===== config.mk =====
export PLATFORM = sky130hd
export DESIGN_NAME = mult_hilo_ctrl
export DESIGN_NICKNAME = d
export VERILOG_FILES = /design/src/rtl/mult_hilo_ctrl.sv
export SDC_FILE = /design/constraint.sdc
export NUM_CORES = 1
export LEC_CHECK = 0
export BUFFER_PORTS_ARGS = -buffer_cell sky130_fd_sc_hd__buf_2
export CAP_MARGIN = 5
export CORE_MARGIN = 5
export CORE_UTILIZATION = 27
export DETAILED_ROUTE_END_ITERATION = 7
export HOLD_SLACK_MARGIN = 0.08
export PLACE_DENSITY_LB_ADDON = 0.25
export SYNTH_ARGS = -nofsm -noshare
export SYNTH_HDL_FRONTEND = slang
export SYNTH_SLANG_ARGS = --single-unit

===== constraint.sdc =====
create_clock -name clk -period 4.8 [get_ports clk]
set_input_delay 1.2 -clock clk [delete_from_list [all_inputs] [get_ports clk]]
set_output_delay 1.2 -clock clk [all_outputs]
set_load 0.1 [all_outputs]

===== src/rtl/mult_hilo_ctrl.sv =====
// HI/LO multiply controller: conditions operands, sequences an external
// shift-add multiplier, fixes the sign and writes the HI/LO registers.
module mult_hilo_ctrl #(
   parameter int TIMEOUT = 64
) (
   input  logic        clk,
   input  logic        rst_n,
   input  logic        op_valid,
   input  logic        op_signed,
   input  logic [15:0] op_a,
   input  logic [15:0] op_b,
   input  logic [1:0]  mf_sel,
   output logic [31:0] rd_data,
   output logic [31:0] hi,
   output logic [31:0] lo,
   output logic        busy,
   output logic        wr_done,
   output logic        err,
   output logic        mul_st,
   output logic [15:0] mul_multiplicando,
   output logic [15:0] mul_multiplicador,
   input  logic [31:0] mul_produto,
   input  logic        mul_done,
   input  logic        mul_idle
);

   localparam int CW = $clog2(TIMEOUT + 1);

   typedef enum logic [2:0] {
      S_IDLE,
      S_WAIT_IDLE,
      S_START,
      S_WAIT_DONE,
      S_FIX,
      S_WRITE
   } state_t;

   state_t         state;
   state_t         nxt;
   logic [CW-1:0]  cnt;
   logic           cnt_hit;
   logic           tmo;
   logic           accept;
   logic           neg_q;
   logic           sgn_q;
   logic [31:0]    p_q;
   logic [15:0]    a_mag;
   logic [15:0]    b_mag;

   assign cnt_hit = (cnt == CW'(TIMEOUT - 1));
   assign accept  = (state == S_IDLE) && op_valid;
   assign busy    = (state != S_IDLE);
   assign wr_done = (state == S_WRITE);
   assign mul_st  = (state == S_START);

   // magnitude of each operand; 0x8000 negates to itself (32768 unsigned)
   always_comb begin
      a_mag = op_a;
      b_mag = op_b;
      if (op_signed && op_a[15]) a_mag = ~op_a + 16'd1;
      if (op_signed && op_b[15]) b_mag = ~op_b + 16'd1;
   end

   // next state; a done pulse wins over a coincident timeout
   always_comb begin
      nxt = state;
      tmo = 1'b0;
      case (state)
         S_IDLE: begin
            if (op_valid) nxt = S_WAIT_IDLE;
         end
         S_WAIT_IDLE: begin
            if (mul_idle) nxt = S_START;
         end
         S_START: begin
            if (cnt_hit) begin
               nxt = S_IDLE;
               tmo = 1'b1;
            end else if (!mul_idle) begin
               nxt = S_WAIT_DONE;
            end
         end
         S_WAIT_DONE: begin
            if (mul_done) begin
               nxt = S_FIX;
            end else if (cnt_hit) begin
               nxt = S_IDLE;
               tmo = 1'b1;
            end
         end
         S_FIX:   nxt = S_WRITE;
         S_WRITE: nxt = S_IDLE;
         default: nxt = S_IDLE;
      endcase
   end

   // state register
   always_ff @(posedge clk or negedge rst_n) begin
      if (!rst_n) state <= S_IDLE;
      else        state <= nxt;
   end

   // operand magnitudes and sign info, held for the whole operation
   always_ff @(posedge clk or negedge rst_n) begin
      if (!rst_n) begin
         mul_multiplicando <= '0;
         mul_multiplicador <= '0;
         neg_q             <= 1'b0;
         sgn_q             <= 1'b0;
      end else if (accept) begin
         mul_multiplicando <= a_mag;
         mul_multiplicador <= b_mag;
         neg_q             <= op_signed & (op_a[15] ^ op_b[15]);
         sgn_q             <= op_signed;
      end
   end

   // timeout counter: zeroed entering START, runs through WAIT_DONE
   always_ff @(posedge clk or negedge rst_n) begin
      if (!rst_n) begin
         cnt <= '0;
      end else if (state != S_START && nxt == S_START) begin
         cnt <= '0;
      end else if (state == S_START || state == S_WAIT_DONE) begin
         cnt <= cnt + CW'(1);
      end
   end

   // product capture and sign fix (negating zero stays zero)
   always_ff @(posedge clk or negedge rst_n) begin
      if (!rst_n) begin
         p_q <= '0;
      end else if (state == S_WAIT_DONE && mul_done) begin
         p_q <= mul_produto;
      end else if (state == S_FIX && neg_q) begin
         p_q <= ~p_q + 32'd1;
      end
   end

   // HI/LO become visible the cycle after the write pulse
   always_ff @(posedge clk or negedge rst_n) begin
      if (!rst_n) begin
         hi <= '0;
         lo <= '0;
      end else if (state == S_WRITE) begin
         lo <= p_q;
         hi <= (sgn_q && p_q[31]) ? 32'hFFFF_FFFF : 32'h0;
      end
   end

   // sticky timeout flag, cleared by the next accepted request
   always_ff @(posedge clk or negedge rst_n) begin
      if (!rst_n)      err <= 1'b0;
      else if (accept) err <= 1'b0;
      else if (tmo)    err <= 1'b1;
   end

   // MFHI / MFLO read port
   always_comb begin
      rd_data = '0;
      case (mf_sel)
         2'b01:   rd_data = hi;
         2'b10:   rd_data = lo;
         default: rd_data = '0;
      endcase
   end

endmodule


Yosys cells after proc, flatten, opt, wreduce, memory -nomap -nowiden
Index checks and enable logic that the tools add are counted.
{ "totals": {"register_bits": 141, "latch_bits": 0, "mem_bits_rw": 0, "mem_bits_ro": 0, "inputBits": 72, "output_inout_bits": 132, "word_cells": 62, "mem_count": 0} }
{ "op_classes": {"add_sub_neg": 4, "multipliers": 0, "div": 0, "magnitude_cmp": 0, "eq_ne": 10, "n_shift": 0, "mux": 20, "bitwise": 5, "reduce_logical": 13} }
{ "ops": {"columns": ["cell", "count"], "rows": [
  ["$mux W32", 3],
  ["$pmux W32 S2", 1],
  ["$add A16 B1 Y16 const B", 2],
  ["$add A32 B1 Y32 const B", 1],
  ["$mux W16", 2],
  ["$not A16 Y16", 2],
  ["$not A32 Y32", 1],
  ["$mux W3", 6],
  ["$pmux W3 S5", 1],
  ["$mux W7", 2],
  ["$eq A3 B2 Y1 const B", 3],
  ["$add A7 B1 Y7 const B", 1],
  ["$eq A7 B6 Y1 const B", 1],
  ["$logic_and A1 B1 Y1", 7],
  ["$eq A3 B3 Y1 const B", 2],
  ["$reduce_bool A2 Y1", 3],
  ["$mux W1", 4],
  ["$eq A3 B1 Y1 const B", 1],
  ["$logic_not A3 Y1", 1],
  ["$ne A3 B2 Y1 const B", 1],
  ["$reduce_bool A3 Y1", 1],
  ["$eq A2 B1 Y1 const B", 1],
  ["$eq A2 B2 Y1 const B", 1],
  ["$pmux W1 S2", 1],
  ["other kinds (3)", 3]
]} }

Logic depth before layout (Yosys ltp)
Gate-level depths: netlist of the first run.
{ "depth": {"ltp_word": 7, "ltp_mapped": 8, "ltp_nobuf": 7} }

Least setup slack after synthesis of the first run
Ideal clock, no wire load.
{ "synth_path": {"path_kind": "reg-to-output", "start": "register hi[30] (netlist name)", "end": "output rd_data[17]", "t_arrival_ns": 3.411, "t_required_ns": 3.600, "slack_ns": 0.189, "path_stages_with_launch": 4, "path_buffers": 1, "cell_sequence": "dfrtp_1 -> nand2_1 -> buf_1 -> a21oi_1"} }
{ "synth_rtl": {"columns": ["element", "line", "rtl"], "rows": [
  ["end, declared", "13", "output logic [31:0] rd_data,"]
]} }

Worst setup path after layout of the first run
{ "layout_path": {"start": "input mf_sel[1]", "end": "output rd_data[22]"} }
{ "layout_between": {"elab_chain_cells": 2, "word_cells_on_any_way": 3, "cone_classes": "eq/ne (2); mux (1)"} }
{ "layout_rtl": {"columns": ["element", "line", "rtl"], "rows": [
  ["start, declared", "12", "input logic [1:0] mf_sel,"],
  ["$eq A2 B2 Y1 or $eq A2 B1 Y1 (tied branches)", "161", "case (mf_sel)"],
  ["$pmux W32 S2 (*)", "161", null]
]} }
Mark *: on every way between the ends. The rest lies on a longest branch, timed or not.

==> summary.md, run 1 <==
| Metric | Value |
|---|---|
| DP HPWL | 13,100 um |
| Min Tclk post-route | 4090 ps |
| Avg Vias per Cell | 4.71 |
| RSZ-0062 raised after global routing | no |
| Max-slew headroom | 0.257 |
| Status | completed |
| # resized after CTS | 0 |
| Fin. Hold Viols | 0 |
| WP data arrival | 2890 ps |
| Drt pass-1 iters | 4 |
| CTS tree | done |
| Mapped cell area | 6100 um^2 |
| Die X | 160 um |
| Sequential share of the synthesized area | 0.452 |
| Worst-skew pair later-pin latency | 350 ps |
| DRT iter0 DRCs | 260 |
| Routed length per placed instance | 15.6 um |
| DR DRC count | 0 |
| Yosys reg bits | 110 |
| WL final | 17,400 um |
| TritonCTS Sinks | 110 |
| CORE AREA | 22,400 um^2 |
| Crit share post-route | 0.851 |
| HP Class | flop to flop |
| PortBufs | 203 |
| Setup violators final | 0 |
| Number of diodes | 0 |
| Worst stage delay on the critical path | 570 ps |
| Final Skew | 8.05 ps |
| Synthesized area per cell | 8.98 um^2 |
| Overflow left after global routing | 0 |
| Initial Util | 0.272 |
| CTS max path bufs | 2 |
| CP startpoint kind | primary input |
| Worst path most repeated cell | buf_2 |
| Max Cap Violations | 0 |
| # IOs | 204 |
| Most common cell after layout, fill and taps aside | buf_2 |
| Die area | 25,700 um^2 |
| Critical-path cell list | buf_2 > inv_1 > ha_1 > nand2_1 > a21oi_1 > buf_2 |
| Placement Rows | 55 |
| DRT antenna net count | 0 |
| Worst setup EP type | output pin |
| Via count | 5,265 |
| Synth Net Count | 757 |
| Synth unique cells | 46 |
| Layout area overhead | 21.8% |
| Final slew viol count | 0 |
| CTS Buf Count | 9 |
| Post-Syn Instances | 679 |
| Hold_buf cts | 0 |
| Largest net degree at the start of global routing | 66 |
| Fmax | 245 MHz |
| Fillers | 2,380 |
| Total GRT Usage | 0.133 |
| H-tree lvl count | 3 |
| Initial antenna violation count | 5 |
| WP data required | 3600 ps |
| Layout Nets | 906 |
| Vias in the first global route | 5,060 |
| Most frequent cells in the layout | buf_2 (202), nand2_1 (117), dfrtp_1 (110) |
| WS Path Type | primary input to output pin |
| Gpl congestion | 0.782 |
| Storage cell area | 2750 um^2 |
| Die extent in y | 160 um |
| # Post-CTS Setup Buffers | 0 |
| CTS clock-pin slew for the worst setup and hold paths | 80 ps |
| Setup TNS | 0 ps |
| Layout cells sized above 1 | 0.315 |
| Area of the multi-input gates | 2920 um^2 |
| CP max-delay cell | nand2_1 |
| Root Driver | clkbuf_16 |
| Ys Warns | 0 |
| First-pass GRT wire length | 28,000 um |
| CP max FO | 32 |
| Worst Tran Pin Value | 1100 ps |
metrics by stage:
| stage | std cells | utilization | cell area, um^2 | hold WS, ps | setup slack (ps) |
|---|---|---|---|---|---|
| 2_1_floorplan | 679 | - | 6100 | 450 | 189 |
| 3_3_place_gp | 1102 | 0.318 | 7130 | 458 | 768 |
| 3_5_place_dp | 1102 | 0.318 | 7130 | 469 | 694 |
| 4_1_cts | 1118 | 0.331 | 7430 | 489 | 690 |
| 5_1_grt | 1118 | 0.331 | 7430 | 509 | 449 |
| 6_report | 1118 | 0.331 | 7430 | 482 | 713 |
Yosys cell counts, drive strengths merged:
library cell	n	area share
nand2	118	0.073
dfrtp	110	0.45
o21ai	69	0.057
a21oi	54	0.044
nor2	47	0.029
buf	38	0.044
xnor2	33	0.047
clkbuf	31	0.019
mux2	29	0.054
xor2	24	0.034
a31oi	15	0.015
nor3	15	0.012
inv	14	0.0086
nor4	14	0.019
ha	6	0.012
nand4	6	0.0072
o41ai	6	0.0086
nand3	5	0.0041
o31ai	5	0.0062
and3	4	0.0041
nor2b	4	0.0041
or3	4	0.0049
or4	4	0.0062
a211oi	3	0.0037
mux2i	3	0.0049
and2	2	0.0021
nand2b	2	0.0021
nand4b	2	0.0029
o22ai	2	0.0021
a221o	1	0.0016
a31o	1	0.0014
a41oi	1	0.0014
and3b	1	0.0014
nor3b	1	0.0012
nor4b	1	0.0039
o21bai	1	0.0012
o31a	1	0.0014
o32a	1	0.0016
or2	1	0.0010
registers in the layout (all words and copies together), names as in the netlist:
register           flops
state                  3
lo                    32
mul_multiplicando     16
sgn_q                  1
cnt                    7
mul_multiplicador     16
neg_q                  1
hi                     1
p_q                   32
err                    1
logic make-up (layout without fill, tap and decap cells):
| logic type | after synthesis | after routing | synth area share |
|---|---|---|---|
| AND/OR/NAND/NOR | 231 | 231 | 0.178 |
| AO/OA/AOI/OAI | 160 | 160 | 0.146 |
| flip-flops | 110 | 110 | 0.452 |
| buffers and inverters | 83 | 237 | 0.0716 |
| XOR/XNOR | 57 | 57 | 0.0819 |
| multiplexers | 32 | 32 | 0.0585 |
| adder cells (fa/ha/maj) | 6 | 6 | 0.0123 |
final cells by class:
| type | instances | area share |
|---|---|---|
| clock buffer | 9 | 0.0303 |
| clock inverter | 7 | 0.0101 |
| inverter | 14 | 0.00708 |
| multi-input combinational | 486 | 0.393 |
| sequential | 110 | 0.371 |
| tap | 285 | 0.0480 |
| timing repair buffer | 207 | 0.141 |
final timing paths:
check                                startpoint              endpoint  slack, ps  cells past startpoint
min in group asynchronous                 rst_n  mul_multiplicando[5]        940                      1
setup reg to reg                       state[1]               p_q[31]       2400                      5
hold / removal             mul_multiplicando[6]  mul_multiplicando[6]        480                      2
max in group asynchronous                 rst_n  mul_multiplicador[2]       2970                      2
setup / recovery                      mf_sel[1]           rd_data[22]        710                      6
hold reg to reg            mul_multiplicando[6]  mul_multiplicando[6]        480                      2
critical path: cells and delay by family:
family                     cells  cell delay (ps)
buffers and inverters          3              630
and+or+nand+nor                1              570
AOI/OAI and AO/OA              1              370
adders and majority gates      1              120
per-layer routing:
metal / part of all wire / global-route usage / wire length [um] / up-vias
met5: 0.0035 / 0 / 61 / -
met3: 0.10 / 0.0617 / 1760 / 21
met4: 0.0099 / 0.0266 / 173 / 10
li1: - / - / - / 2620
met1: 0.47 / 0.178 / 8150 / 2427
met2: 0.42 / 0.198 / 7250 / 187
Power of run 1 is not shown: default switching activity piles up to over one toggle a cycle in this logic, so the estimate is an artifact.
==> inputs of run 2 (changes only) <==
--- a/config.mk
+++ b/config.mk
@@ -8,7 +8,7 @@
 export BUFFER_PORTS_ARGS = -buffer_cell sky130_fd_sc_hd__buf_2
 export CAP_MARGIN = 5
 export CORE_MARGIN = 5
-export CORE_UTILIZATION = 27
+export CORE_UTILIZATION = 40
 export DETAILED_ROUTE_END_ITERATION = 7
 export HOLD_SLACK_MARGIN = 0.08
 export PLACE_DENSITY_LB_ADDON = 0.25
==> run 2 against run 1 <==
  * Non-clock buffer count unchanged
  * Wire length fell by 7.9%
  * First-iteration DRC count down 7.7%
  * Maximum frequency is 0.13% higher
  * Critical path type unchanged
  * Design area down 1.7%
  * Sequential share of layout area increased by 0.62 points
  * Cell count shrank 8.7%
  * Clock-buffer cell count increased by 1
  * Worst hold slack worse by 4.4 ps
==> summary.md, run 2 (synthesis results as in run 1) <==
| Metric | Value |
|---|---|
| First-pass GRT wire length | 26,100 um (was 28,000 um) |
| Busiest grt layer | met2 (unchanged) |
| Die X | 133 um (was 160 um) |
| # Post-CTS Setup Buffers | 0 (unchanged) |
| Storage cell area | 2750 um^2 (unchanged) |
| Largest net degree at the start of global routing | 79 (was 66) |
| CTS clock-pin slew for the worst setup and hold paths | 60 ps (was 80 ps) |
| Initial antenna violation count | 2 (was 5) |
| Via count | 5,245 (was 5,265) |
| Overflow left after global routing | 0 (unchanged) |
| Fmax | 245 MHz (about the same) |
| Number of diodes | 0 (unchanged) |
| Routing usage on met2 | 0.284 (was 0.198) |
| Most frequent cells in the layout | buf_2 (202), nand2_1 (117), dfrtp_1 (110) (unchanged) |
| Initial Util | 0.404 (was 0.272) |
| Met1 Use GR | 0.236 (was 0.178) |
| Most common cell after layout, fill and taps aside | buf_2 (unchanged) |
| Crit share post-route | 0.850 (was 0.851) |
| Fillers | 1,477 (was 2,380) |
| Die area | 17,800 um^2 (was 25,700 um^2) |
| WL final | 16,000 um (was 17,400 um) |
| Setup violators final | 0 (unchanged) |
| Final Skew | 8.36 ps (was 8.05 ps) |
| Worst path most repeated cell | buf_2 (unchanged) |
| Hold_buf cts | 0 (unchanged) |
| Fin. Hold Viols | 0 (unchanged) |
| CP max FO | 32 (unchanged) |
| CP startpoint kind | primary input (unchanged) |
| WP data arrival | 2880 ps (was 2890 ps) |
| Placement Rows | 45 (was 55) |
| DP HPWL | 12,000 um (was 13,100 um) |
| CTS max path bufs | 2 (unchanged) |
| CTS tree | done (unchanged) |
| Routed length per placed instance | 15.7 um (was 15.6 um) |
| Worst setup EP type | output pin (unchanged) |
| PortBufs | 203 (unchanged) |
| Post-layout worst setup margin | 719 ps (was 713 ps) |
| RSZ-0062 raised after global routing | no (unchanged) |
| CTS Buf Count | 9 (unchanged) |
| Critical-path cell list | buf_2 > inv_1 > ha_1 > nand2_1 > a21oi_1 > buf_2 (unchanged) |
| Setup TNS | 0 ps (unchanged) |
| # resized after CTS | 0 (unchanged) |
| CP max-delay cell | nand2_1 (unchanged) |
| Worst stage delay on the critical path | 560 ps (was 570 ps) |
| Buffers plus inverters on the worst setup path | 3 (unchanged) |
| Status | completed (unchanged) |
| DRT iter0 DRCs | 240 (was 260) |
| Root Driver | clkbuf_16 (unchanged) |
| Hold WS | 478 ps (was 482 ps) |
| Worst Tran Pin Value | 1070 ps (was 1100 ps) |
| # IOs | 204 (unchanged) |
| Die extent in y | 133 um (was 160 um) |
| Dpl ws | 741 ps (was 694 ps) |
| Vias in the first global route | 5,011 (was 5,060) |
| Max Cap Violations | 0 (unchanged) |
| WS Path Type | primary input to output pin (unchanged) |
| Layout cells sized above 1 | 0.313 (was 0.315) |
| Avg Vias per Cell | 5.14 (was 4.71) |
| Family with the most delay on the worst path | buffers and inverters (unchanged) |
| Final slew viol count | 0 (unchanged) |
| TritonCTS Sinks | 110 (unchanged) |
| HP Class | flop to flop (unchanged) |
| Drt pass-1 iters | 5 (was 4) |
| Largest registers | lo x32, p_q x32 (unchanged) |
| Total GRT Usage | 0.179 (was 0.133) |
| Gpl congestion | 0.823 (was 0.782) |
| Met3 Resource Use GR | 0.0551 (was 0.0617) |
| Max-slew headroom | 0.279 (was 0.257) |
| DR DRC count | 0 (unchanged) |
| Area of the multi-input gates | 2920 um^2 (unchanged) |
| DRT antenna net count | 0 (unchanged) |
| H-tree lvl count | 3 (unchanged) |
| CORE AREA | 15,100 um^2 (was 22,400 um^2) |
| Layout Nets | 906 (unchanged) |
| Worst-skew pair later-pin latency | 360 ps (was 350 ps) |
| Layout area overhead | 19.8% (was 21.8%) |
| Min Tclk post-route | 4080 ps (was 4090 ps) |
| WP data required | 3600 ps (about the same) |
[run 2: cell count changes in the layout (fill, tap and decap cells not counted), sizes merged]
cell    previous run  this run
bufinv             0         1
clkbuf             9        10
inv               17        15
[run 2: worst reg2reg max path, stage by stage (launching register included)]
cell and delay, ps:
dfrtp_1 470, nor2b_1 480, nand3_1 590, and3_1 390
mux2i_1 120, o21ai_0 110
[run 2: final timing paths]
kind / from / endpoint / slack, ps / cells after the start
hold reg to reg: mul_multiplicando[13] / mul_multiplicando[13] / 480 / 2
max in group asynchronous: rst_n / hi[30] / 2950 / 2
setup reg to reg: state[1] / p_q[31] / 2530 / 5
hold / removal: mul_multiplicando[13] / mul_multiplicando[13] / 480 / 2
setup / recovery: mf_sel[1] / rd_data[3] / 720 / 6
min in group asynchronous: rst_n / mul_multiplicando[6] / 1000 / 1
[run 2: metrics by stage]
step	cell area [um^2]	util	instances
finish	7300	0.484	1021
global route	7300	0.484	1021
CTS	7300	0.484	1021
detailed placement	7010	0.464	1005
global placement	7010	0.464	1005
floorplan	6100	-	679
[run 2: final cells by class]
class                           instances  share of cell area
Multi-Input combinational cell        486               0.399
Sequential cell                       110               0.377
Timing Repair Buffer                  207               0.144
Tap cell                              188              0.0322
Clock buffer                           10              0.0313
Clock inverter                          6             0.00959
Inverter                               14             0.00719
[run 2: per-layer routing]
layer | routed length, um | vias to the layer above
met5 | 34 | -
met4 | 209 | 4
met3 | 1510 | 19
met2 | 7240 | 201
met1 | 7030 | 2405
li1 | - | 2616
Power of run 2 is left out for the same reason.
